## src/rtl/aes_word_stream_if.sv

```systemverilog
// -----------------------------------------------------------------------------
// aes_word_stream_if
//   The two 32-bit valid/ready word streams around the AES block adapter.
//   slave  : adapter view (consumes s_*, produces m_*)
//   master : environment view (produces s_*, consumes m_*)
//   Signals:
//     s_data  [31:0] input word          s_valid  input word valid
//     s_ready        adapter takes word  s_ende   0=encrypt 1=decrypt (first word)
//     m_data  [31:0] output word         m_valid  output word valid
//     m_ready        downstream takes word
// -----------------------------------------------------------------------------
interface aes_word_stream_if;
  logic [31:0] s_data;
  logic        s_valid;
  logic        s_ready;
  logic        s_ende;
  logic [31:0] m_data;
  logic        m_valid;
  logic        m_ready;

  modport slave (
    input  s_data, s_valid, s_ende, m_ready,
    output s_ready, m_data, m_valid
  );

  modport master (
    output s_data, s_valid, s_ende, m_ready,
    input  s_ready, m_data, m_valid
  );
endinterface

```

## src/rtl/aes_word_stream.sv

```systemverilog
// -----------------------------------------------------------------------------
// aes_word_stream
//   Adapter between a 32-bit word stream and a 128-bit AES core. Four input
//   words are packed into one block (first word -> [127:96]), launched with a
//   single-cycle core_data_valid pulse once core and key schedule are ready,
//   and the 128-bit result is streamed back out in the same word order.
//   One block in flight; a watchdog abandons a block whose result never comes.
//
//   Optional feature: define AES_WORD_STREAM_CBC_EN to add CBC chaining
//   (ports iv/iv_load and a 128-bit chain register). Default build is ECB.
//
//   Parameters:
//     TIMEOUT_CYCLES  cycles allowed in WAIT before abort (1..255)
//   Ports:
//     clk, reset_n          clock, asynchronous active-low reset
//     strm                  word streams (aes_word_stream_if.slave)
//     key_ready             key expansion complete
//     core_enable           core clock enable (1 from first edge after reset)
//     core_ende             block mode to core, latched with first word
//     core_data[127:0]      block to core
//     core_data_valid       one-cycle launch pulse
//     core_ready            core can take a block next cycle
//     core_result[127:0]    core output block
//     core_result_valid     core result strobe
//     iv[127:0], iv_load    CBC initial vector load (CBC build only)
//     busy                  block between first accepted and last emitted word
//     err_timeout           sticky watchdog flag, cleared only by reset
// -----------------------------------------------------------------------------
module aes_word_stream #(
  parameter int unsigned TIMEOUT_CYCLES = 255
) (
  input  logic                  clk,
  input  logic                  reset_n,
  aes_word_stream_if.slave      strm,
  input  logic                  key_ready,
  output logic                  core_enable,
  output logic                  core_ende,
  output logic [127:0]          core_data,
  output logic                  core_data_valid,
  input  logic                  core_ready,
  input  logic [127:0]          core_result,
  input  logic                  core_result_valid,
`ifdef AES_WORD_STREAM_CBC_EN
  input  logic [127:0]          iv,
  input  logic                  iv_load,
`endif
  output logic                  busy,
  output logic                  err_timeout
);

  localparam logic [7:0] TIMEOUT_LAST = 8'(TIMEOUT_CYCLES - 1);

  typedef enum logic [1:0] {
    ST_FILL,
    ST_ISSUE,
    ST_WAIT,
    ST_DRAIN
  } state_e;

  state_e       state_q, state_d;
  logic [1:0]   word_cnt_q, word_cnt_d;
  logic [127:0] blk_q, blk_d;            // packed input block
  logic [127:0] buf_q, buf_d;            // result block being drained
  logic [127:0] core_data_q, core_data_d;
  logic         core_data_valid_q, core_data_valid_d;
  logic         core_ende_q, core_ende_d;
  logic         core_enable_q;
  logic         m_valid_q, m_valid_d;
  logic [31:0]  m_data_q, m_data_d;
  logic         busy_q, busy_d;
  logic         err_q, err_d;
  logic [7:0]   timer_q, timer_d;

  logic [127:0] filled;                  // blk_q with the current word slotted in
  logic [127:0] enc_mask;                // XORed into the block sent to the core
  logic [127:0] dec_mask;                // XORed into the result from the core

  function automatic logic [31:0] word_of(input logic [127:0] b, input logic [1:0] idx);
    case (idx)
      2'd0:    return b[127:96];
      2'd1:    return b[95:64];
      2'd2:    return b[63:32];
      default: return b[31:0];
    endcase
  endfunction

`ifdef AES_WORD_STREAM_CBC_EN
  logic [127:0] chain_q, chain_d;
  // Encrypt chains on the plaintext side, decrypt on the result side.
  assign enc_mask = core_ende_q ? '0 : chain_q;
  assign dec_mask = core_ende_q ? chain_q : '0;
`else
  assign enc_mask = '0;
  assign dec_mask = '0;
`endif

  always_comb begin
    filled = blk_q;
    case (word_cnt_q)
      2'd0:    filled[127:96] = strm.s_data;
      2'd1:    filled[95:64]  = strm.s_data;
      2'd2:    filled[63:32]  = strm.s_data;
      default: filled[31:0]   = strm.s_data;
    endcase
  end

  // NOTE: every variable gets its hold value before the case statement, so
  // no path through this block leaves a signal unassigned (no latches).
  always_comb begin
    state_d           = state_q;
    word_cnt_d        = word_cnt_q;
    blk_d             = blk_q;
    buf_d             = buf_q;
    core_data_d       = core_data_q;
    core_data_valid_d = 1'b0;
    core_ende_d       = core_ende_q;
    m_valid_d         = m_valid_q;
    m_data_d          = m_data_q;
    busy_d            = busy_q;
    err_d             = err_q;
    timer_d           = timer_q;
`ifdef AES_WORD_STREAM_CBC_EN
    chain_d           = chain_q;
`endif

    case (state_q)
      ST_FILL: begin
`ifdef AES_WORD_STREAM_CBC_EN
        if (iv_load && word_cnt_q == 2'd0) chain_d = iv;
`endif
        // s_ready is 1 throughout FILL, so s_valid alone is the handshake.
        if (strm.s_valid) begin
          blk_d      = filled;
          word_cnt_d = word_cnt_q + 2'd1;
          if (word_cnt_q == 2'd0) begin
            core_ende_d = strm.s_ende;
            busy_d      = 1'b1;
          end
          if (word_cnt_q == 2'd3) begin
            // Mode was latched on word 0, so core_ende_q is valid here.
            core_data_d = filled ^ enc_mask;
            state_d     = ST_ISSUE;
          end
        end
      end

      ST_ISSUE: begin
        if (core_ready && key_ready) begin
          core_data_valid_d = 1'b1;
          timer_d           = '0;
          state_d           = ST_WAIT;
        end
      end

      ST_WAIT: begin
        timer_d = timer_q + 8'd1;
        if (core_result_valid) begin
          buf_d     = core_result ^ dec_mask;
          m_valid_d = 1'b1;
          m_data_d  = word_of(core_result ^ dec_mask, 2'd0);
          state_d   = ST_DRAIN;
`ifdef AES_WORD_STREAM_CBC_EN
          chain_d   = core_ende_q ? blk_q : core_result;
`endif
        end else if (timer_q == TIMEOUT_LAST) begin
          err_d   = 1'b1;
          busy_d  = 1'b0;
          state_d = ST_FILL;
        end
      end

      default: begin // ST_DRAIN: m_valid_q is 1 here
        if (strm.m_ready) begin
          word_cnt_d = word_cnt_q + 2'd1;
          if (word_cnt_q == 2'd3) begin
            m_valid_d = 1'b0;
            busy_d    = 1'b0;
            state_d   = ST_FILL;
          end else begin
            m_data_d = word_of(buf_q, word_cnt_q + 2'd1);
          end
        end
      end
    endcase
  end

  // NOTE: sequential state uses non-blocking assignments so every register
  // samples the values from before the edge, independent of statement order.
  always_ff @(posedge clk or negedge reset_n) begin
    if (!reset_n) begin
      state_q           <= ST_FILL;
      word_cnt_q        <= '0;
      core_data_q       <= '0;
      core_data_valid_q <= 1'b0;
      core_ende_q       <= 1'b0;
      core_enable_q     <= 1'b0;
      m_valid_q         <= 1'b0;
      m_data_q          <= '0;
      busy_q            <= 1'b0;
      err_q             <= 1'b0;
      timer_q           <= '0;
`ifdef AES_WORD_STREAM_CBC_EN
      chain_q           <= '0;
`endif
    end else begin
      state_q           <= state_d;
      word_cnt_q        <= word_cnt_d;
      core_data_q       <= core_data_d;
      core_data_valid_q <= core_data_valid_d;
      core_ende_q       <= core_ende_d;
      core_enable_q     <= 1'b1;
      m_valid_q         <= m_valid_d;
      m_data_q          <= m_data_d;
      busy_q            <= busy_d;
      err_q             <= err_d;
      timer_q           <= timer_d;
`ifdef AES_WORD_STREAM_CBC_EN
      chain_q           <= chain_d;
`endif
    end
  end

  // NOTE: the block buffers carry no reset; word_cnt and state decide which
  // contents are meaningful, so stale data after reset is never observed.
  always_ff @(posedge clk) begin
    blk_q <= blk_d;
    buf_q <= buf_d;
  end

  assign strm.s_ready    = (state_q == ST_FILL);
  assign strm.m_valid    = m_valid_q;
  assign strm.m_data     = m_data_q;
  assign core_enable     = core_enable_q;
  assign core_ende       = core_ende_q;
  assign core_data       = core_data_q;
  assign core_data_valid = core_data_valid_q;
  assign busy            = busy_q;
  assign err_timeout     = err_q;

endmodule

```

## src/flat_wrapper.sv

```systemverilog
// flat-port wrapper written by rule: the top's interface ports become plain ports
module aes_word_stream_flat 
#(
  parameter int unsigned TIMEOUT_CYCLES = 255
)
  (clk, reset_n, key_ready, core_enable, core_ende, core_data, core_data_valid, core_ready, core_result, core_result_valid, busy, err_timeout, strm_s_data, strm_s_valid, strm_s_ende, strm_m_ready, strm_s_ready, strm_m_data, strm_m_valid);
  aes_word_stream_if strm_i ();
  input  logic clk;
  input  logic reset_n;
  input  logic key_ready;
  output logic core_enable;
  output logic core_ende;
  output logic [127:0] core_data;
  output logic core_data_valid;
  input  logic core_ready;
  input  logic [127:0] core_result;
  input  logic core_result_valid;
  output logic busy;
  output logic err_timeout;
  input wire logic [$bits(strm_i.s_data)-1:0] strm_s_data;
  input wire logic [$bits(strm_i.s_valid)-1:0] strm_s_valid;
  input wire logic [$bits(strm_i.s_ende)-1:0] strm_s_ende;
  input wire logic [$bits(strm_i.m_ready)-1:0] strm_m_ready;
  output wire logic [$bits(strm_i.s_ready)-1:0] strm_s_ready;
  output wire logic [$bits(strm_i.m_data)-1:0] strm_m_data;
  output wire logic [$bits(strm_i.m_valid)-1:0] strm_m_valid;
  assign strm_i.s_data = strm_s_data;
  assign strm_i.s_valid = strm_s_valid;
  assign strm_i.s_ende = strm_s_ende;
  assign strm_i.m_ready = strm_m_ready;
  assign strm_s_ready = strm_i.s_ready;
  assign strm_m_data = strm_i.m_data;
  assign strm_m_valid = strm_i.m_valid;
  aes_word_stream #(.TIMEOUT_CYCLES(TIMEOUT_CYCLES)) u_core (.clk(clk), .reset_n(reset_n), .strm(strm_i), .key_ready(key_ready), .core_enable(core_enable), .core_ende(core_ende), .core_data(core_data), .core_data_valid(core_data_valid), .core_ready(core_ready), .core_result(core_result), .core_result_valid(core_result_valid), .busy(busy), .err_timeout(err_timeout));
endmodule
```

## config.mk

```make
export PLATFORM = sky130hd
export DESIGN_NAME = aes_word_stream_flat
export DESIGN_NICKNAME = d
export VERILOG_FILES = /design/src/rtl/aes_word_stream_if.sv /design/src/rtl/aes_word_stream.sv /design/src/flat_wrapper.sv
export SDC_FILE = /design/constraint.sdc
export NUM_CORES = 1
export LEC_CHECK = 0
export CORE_ASPECT_RATIO = 2
export CORE_UTILIZATION = 51
export DETAILED_ROUTE_END_ITERATION = 10
export PLACE_DENSITY = 0.8
export SYNTH_ARGS = -nofsm -noshare
export SYNTH_HDL_FRONTEND = slang
export SYNTH_SLANG_ARGS = --single-unit
export TNS_END_PERCENT = 50
```

## constraint.sdc

```tcl
create_clock -name clk -period 6.4 [get_ports clk]
set_clock_uncertainty 0.2 [all_clocks]
set_input_delay 0.96 -clock clk [delete_from_list [all_inputs] [get_ports clk]]
set_output_delay 0.96 -clock clk [all_outputs]
set_load 0.01 [all_outputs]
```

==> results of run 1 <==
-- worst paths after layout --
path | end | slack (ps) | cells past startpoint
max in group asynchronous | u_core.core_data[3] | 4470 | 2
setup reg to reg | u_core.core_data[38] | 2780 | 6
setup / recovery | u_core.core_data[38] | 2780 | 6
min in group clk | u_core.err_timeout | 280 | 2
hold reg to reg | u_core.err_timeout | 280 | 2
hold / removal | u_core.core_data[114] | 240 | 1
-- worst reg2reg max path: cells and delay by family (launching register included) --
family | cells | cell delay (ps)
multiplexers | 1 | 350
AND/OR/NAND/NOR | 2 | 1410
adder cells (fa/ha/maj) | 1 | 410
buffers and inverters | 2 | 700
flip-flops | 1 | 440
-- stage by stage --
step | power [mW] | setup WS (ps)
after floorplan | 6.54 | 1720
after global routing | 11.3 | 2510
final | 10.7 | 2780
after CTS | 10.8 | 2700
after global placement | 8.26 | 2350
after detailed placement | 8.41 | 2310
-- flip-flops by register name, indices dropped and copies added, names as in the netlist --
| register | cells |
|---|---|
| u_core.blk_q | 104 |
| u_core.buf_q | 128 |
| u_core.busy | 1 |
| u_core.core_data | 128 |
| u_core.core_data_valid | 1 |
| u_core.core_enable | 1 |
| u_core.core_ende | 1 |
| u_core.err_timeout | 1 |
| u_core.state_q | 2 |
| u_core.strm.m_data | 32 |
| u_core.strm.m_valid | 1 |
| u_core.timer_q | 8 |
| u_core.word_cnt_q | 2 |
-- cells by family (layout without fill, tap and decap cells) --
family | Yosys count | in the layout | share of synthesized area
AO/OA/AOI/OAI | 153 | 153 | 0.0723
buffers and inverters | 71 | 427 | 0.0207
multiplexers | 236 | 236 | 0.163
adder cells (fa/ha/maj) | 14 | 14 | 0.0107
flip-flops | 410 | 410 | 0.699
XOR/XNOR | 7 | 7 | 0.00375
AND/OR/NAND/NOR | 98 | 98 | 0.0303
other | 1 | 5 | 0.000230
-- final cells by class --
type | instances | area (sq um)
sequential | 410 | 11400
antenna | 4 | 10.0
fill | 2201 | 10200
timing repair buffer | 348 | 3450
multi-input combinational | 509 | 4590
tap | 423 | 529
clock buffer | 53 | 1120
inverter | 11 | 43.8
clock inverter | 15 | 206
-- layout by cell type, fill, tap and decap left out, types with 5 or more instances in the layout --
cell and count:
dfrtp_1 178, edfxtp_1 232, a211oi_1 32, nor2_1 41
clkbuf_1 6, clkdlybuf4s50_1 333, clkbuf_16 40, xor2_1 6
a21oi_1 37, clkbuf_8 8, inv_1 10, a21oi_2 28
mux2_2 235, a222oi_1 32, buf_4 14, ha_1 10
nand2_1 8, bufinv_16 5, nor2b_1 32, o21ai_0 6
-- layer usage --
| metal | vias to the layer above | GRT usage | share of wire |
|---|---|---|---|
| met5 | - | 0 | 0 |
| met4 | 0 | 0.115 | 0.037 |
| met3 | 75 | 0.0589 | 0.072 |
| met2 | 350 | 0.443 | 0.55 |
| met1 | 4910 | 0.251 | 0.34 |
| li1 | 4425 | - | - |
-- where the power goes --
part / internal [mW] / switching [mW]
Clock: 1.43 / 0.953
Combinational: 2.15 / 2.03
Sequential: 3.79 / 0.387
Total: 7.36 / 3.37
==> results.py, run 1 <==
metrics = {
    "status": {
        "status": "finished, final reports clean",
    },
    "floorplan": {
        "dieArea_sq_mm": 0.0328,
        "io_pins": 335,
        "die_w_microns": 129,
        "rows": 92,
        "die_h_microns": 255,
        "coreArea_sq_mm": 0.0315,
        "initial_core_util": 0.518,
    },
    "routing": {
        "via_per_inst": 5.50,
        "drc": 0,
        "ant_nets": 0,
        "vias": 9760,
        "drt_first_pass_iters": 5,
        "wl_mm": 39.5,
        "wl_per_cell_microns": 22.3,
        "drt_iter0_markers": 591,
    },
    "yosys": {
        "async_flop_share": 0.434,
        "synth_common_cells": "mux2_2, edfxtp_1, dfrtp_1",
        "synth_edf_count": 232,
        "synth_most_common_cell": "mux2_2",
        "yosys.cell_types.count": 44,
        "post_synth.cell_area_avg_sq_um": 16.5,
        "yosys.area.top_type_share": 0.427,
        "ys_seq_area_frac": 0.699,
        "synthFlopType": "edfxtp_1",
        "yosys_warnings": 0,
        "synth_cells": 990,
        "netlist_area_sq_mm": 0.0163,
        "synth_nets": 1172,
        "synth.largest_area_cell": "edfxtp_1",
        "ys_ff_latch": 410,
        "synthTopCellsByArea": "edfxtp_1, dfrtp_1, mux2_2, a222oi_1, a21oi_2",
    },
    "setup_path": {
        "critical_path.slowest_cell": "nand2_4",
        "required_ps": 6600,
        "path_class": "flop to flop",
        "crit_start": "u_core.state_q[0]",
        "crit_family": "simple AND/OR/NAND/NOR gates",
        "end_kind": "flop",
        "rr_startpoint": "u_core.state_q[0]",
        "path_buf_inv": 2,
        "worstSetupStartpointType": "flop",
        "crit_chain": "inv_1 > ha_1 > and2_4 > nand2_4 > buf_4 > mux2_2",
        "max_stage_delay_ps": 710,
        "cp_max_fo": 74,
        "cp.arrival_ps": 3830,
    },
    "global_route": {
        "grt_first_pass_wirelength_mm": 59.1,
        "grt.total_usage": 0.240,
        "overflow": 0,
        "antenna_found_initial": 2,
        "grt_pass1_vias": 10600,
        "grt_max_degree": 75,
    },
    "clock_tree": {
        "cts.sinks": 410,
        "hold_buffers": 0,
        "ctsResizeCount": 0,
        "clk_pin_slew_ps": 60,
        "cts_made_buffers": 37,
        "cts_buffer_depth": 3,
        "clockRootBuffer": "clkbuf_16",
        "clk-insertion-delay-late_ps": 530,
        "postCtsSetupBuffers": 0,
        "h-tree-depth": 2,
        "tritoncts": "built",
    },
    "sta": {
        "fin_tns_setup_ps": 0,
        "maxSlewHeadroom": 0.275,
        "finalSetupViolCount": 0,
        "hold_slack_ps": 245,
        "fin_crit_ps": 3620,
        "rsz0062_at_grt": "no",
        "final_hold_viol_count": 0,
        "slew_viol_final": 0,
        "worst_pin_slew_ps": 1090,
        "fmax_mhz": 276,
        "timing.final.crit_share": 0.566,
    },
    "power_and_ir_drop": {
        "peakVddDrop_mv": 0.347,
        "power_density_mw_per_mm2": 502,
        "leakage_nw": 7.94,
    },
    "placement": {
        "gp_congestion": 0.818,
        "dp.cells": 1701,
        "dpl.hpwl_mm": 26.1,
        "placed_area_sq_mm": 0.0200,
        "port_buffers": 334,
    },
    "min_path": {
        "hold_path.class": "primary input to async pin",
    },
    "finish": {
        "area_growth_pct": 30.9,
        "final_cells": 1773,
        "utilization": 0.678,
        "drive_above_1_share": 0.259,
        "nets": 1499,
        "fin_area_sq_mm": 0.0214,
    },
    "run": {
        "drv_cap": 0,
    },
}
Power figures use the tool's default switching activity.
==> inputs of run 2 (changes only) <==
Clock period 6.4 ns to 3.6 ns, I/O delays scaled along.
==> run 2 against run 1 <==
  * Sequential share of layout area shrank 0.80 points
  * Non-clock buffer count up 17
  * Sequential cell count is the same
  * Global-route usage grew 0.66 points
  * Critical path type is now flop to output port
  * Critical path depth is 3 lower
  * First-iteration DRC count down 14%
  * Sequential power grew 78%
  * Highest routed layer is now met5
  * Die area unchanged
  * Routed wire length up 2.0%
  * Total power increased by 82%
==> results.py, run 2 (synthesized netlist as in run 1, its figures left out) <==
metrics = {
    "power_and_ir_drop": {
        "leakage_nw": 8.08,
        "p_seq_frac": 0.380,
        "pwr-share-clk": 0.225,
        "p_total_mw": 19.5,
        "swShare": 0.314,
        "power_density_mw_per_mm2": 900,
        "p_switching_mw": 6.13,
        "power.internal_mw": 13.4,
        "p_comb_frac": 0.395,
        "peakVddDrop_mv": 0.745,
    },
    "routing": {
        "ant_nets": 0,
        "drt_first_pass_iters": 9,
        "vias": 9897,
        "via_per_inst": 5.53,
        "wl_mm": 40.3,
        "drc": 0,
        "wl_per_cell_microns": 22.5,
        "drt_iter0_markers": 510,
    },
    "finish": {
        "utilization": 0.688,
        "layout_common_cells": "clkdlybuf4s50_1, mux2_2, edfxtp_1",
        "final_common_cell": "clkdlybuf4s50_1",
        "area_growth_pct": 32.9,
        "final_cells": 1790,
        "nets": 1516,
        "fin_area_sq_mm": 0.0217,
        "drive_above_1_share": 0.271,
    },
    "setup_path": {
        "path_buf_inv": 2,
        "critical_path.slowest_cell": "clkdlybuf4s50_1",
        "crit_chain": "inv_1 > ha_1 > clkdlybuf4s50_1",
        "r2r_setup_slack_ps": 910,
        "cp_max_fo": 10,
        "cp.arrival_ps": 2200,
        "required_ps": 2860,
        "max_stage_delay_ps": 640,
        "worstSetupStartpointType": "flop",
        "path_class": "flop to output port",
        "end_kind": "output port",
        "crit_family": "buffers and inverters",
    },
    "sta": {
        "hold_slack_ps": 275,
        "worst_pin_slew_ps": 790,
        "timing.final.crit_share": 0.816,
        "rsz0062_at_grt": "no",
        "maxSlewHeadroom": 0.473,
        "finalSetupViolCount": 0,
        "setup_ws_ps": 662,
        "fin_crit_ps": 2940,
        "fin_tns_setup_ps": 0,
        "fmax_mhz": 340,
        "slew_viol_final": 0,
        "final_hold_viol_count": 0,
    },
    "placement": {
        "port_buffers": 334,
        "dpl.hpwl_mm": 27.3,
        "placed_area_sq_mm": 0.0203,
        "post-place-ws_ps": 702,
        "dp.cells": 1717,
        "gp_congestion": 0.826,
    },
    "floorplan": {
        "die_h_microns": 255,
        "initial_core_util": 0.518,
        "dieArea_sq_mm": 0.0328,
        "io_pins": 335,
        "die_w_microns": 129,
        "coreArea_sq_mm": 0.0315,
        "rows": 92,
    },
    "clock_tree": {
        "clockRootBuffer": "clkbuf_16",
        "cts_made_buffers": 37,
        "cts.sinks": 410,
        "h-tree-depth": 2,
        "clk-insertion-delay-late_ps": 540,
        "clk_pin_slew_ps": 70,
        "cts_buffer_depth": 3,
        "tritoncts": "built",
    },
    "global_route": {
        "grt_first_pass_wirelength_mm": 60.4,
        "antenna_found_initial": 3,
        "grt.total_usage": 0.246,
        "grt_pass1_vias": 10800,
        "overflow": 0,
        "grt_max_degree": 106,
    },
    "min_path": {
        "hold_path.class": "flop to flop",
    },
    "run": {
        "drv_cap": 0,
    },
    "status": {
        "status": "finished, final reports clean",
    },
}
## run 2: cell types whose count changed in the layout (fill, tap and decap cells not counted)
cell and change:
buf_12 +12, inv_6 +2, clkbuf_16 -1, clkbuf_8 -3
inv_4 -1, bufinv_16 +3, clkinv_2 +4, clkbuf_1 -4
clkinv_4 -1, buf_4 +4, clkinvlp_4 +2, clkinv_1 -1
dlygate4sd3_1 +1
## run 2: power groups by stage
stage | clock network [mW] | registers, mW | logic, mW
global route | 4.63 | 7.58 | 8.22
global placement | 0 | 7.42 | 7.51
detailed placement | 0 | 7.49 | 7.71
finish | 4.39 | 7.42 | 7.71
floorplan | 0 | 7.83 | 3.78
CTS | 4.46 | 7.42 | 7.79
## run 2: cell type report
type | instances | area [sq um]
antenna | 4 | 10.0
clock buffer | 45 | 1040
clock inverter | 23 | 329
fill | 2143 | 9840
inverter | 11 | 45.0
multi-input combinational | 509 | 4590
sequential | 410 | 11400
tap | 423 | 529
timing repair buffer | 365 | 3730
## run 2: tightest hold or removal path, cell delays in order, from the launching register on
cell	delay [ps]
dfrtp_1	350
inv_1	40
o31ai_1	50
## run 2: worst paths after layout
kind,startpoint,end,depth (start not counted)
max,u_core.state_q[0],strm_s_ready,3
min,u_core.err_timeout,u_core.err_timeout,2
max reg2reg,u_core.state_q[0],u_core.timer_q[4],7
min reg2reg,u_core.err_timeout,u_core.err_timeout,2
max in group asynchronous,reset_n,u_core.strm.m_data[5],3
min in group asynchronous,reset_n,u_core.core_data[82],2
## run 2: layer usage
layer  vias up  track usage  wire [microns]
met5         -            0               9
met4         2        0.112            1490
met3        80       0.0635            2910
met2       349        0.464           22300
met1      5014        0.250           13600
li1       4452            -               -
## run 2: timing repair
item	CTS	global route
gates resized for setup	0	0
setup endpoints to repair	0	0
endpoints found under the hold margin	66	0
buffers inserted	0	0
hold buffers	1	0
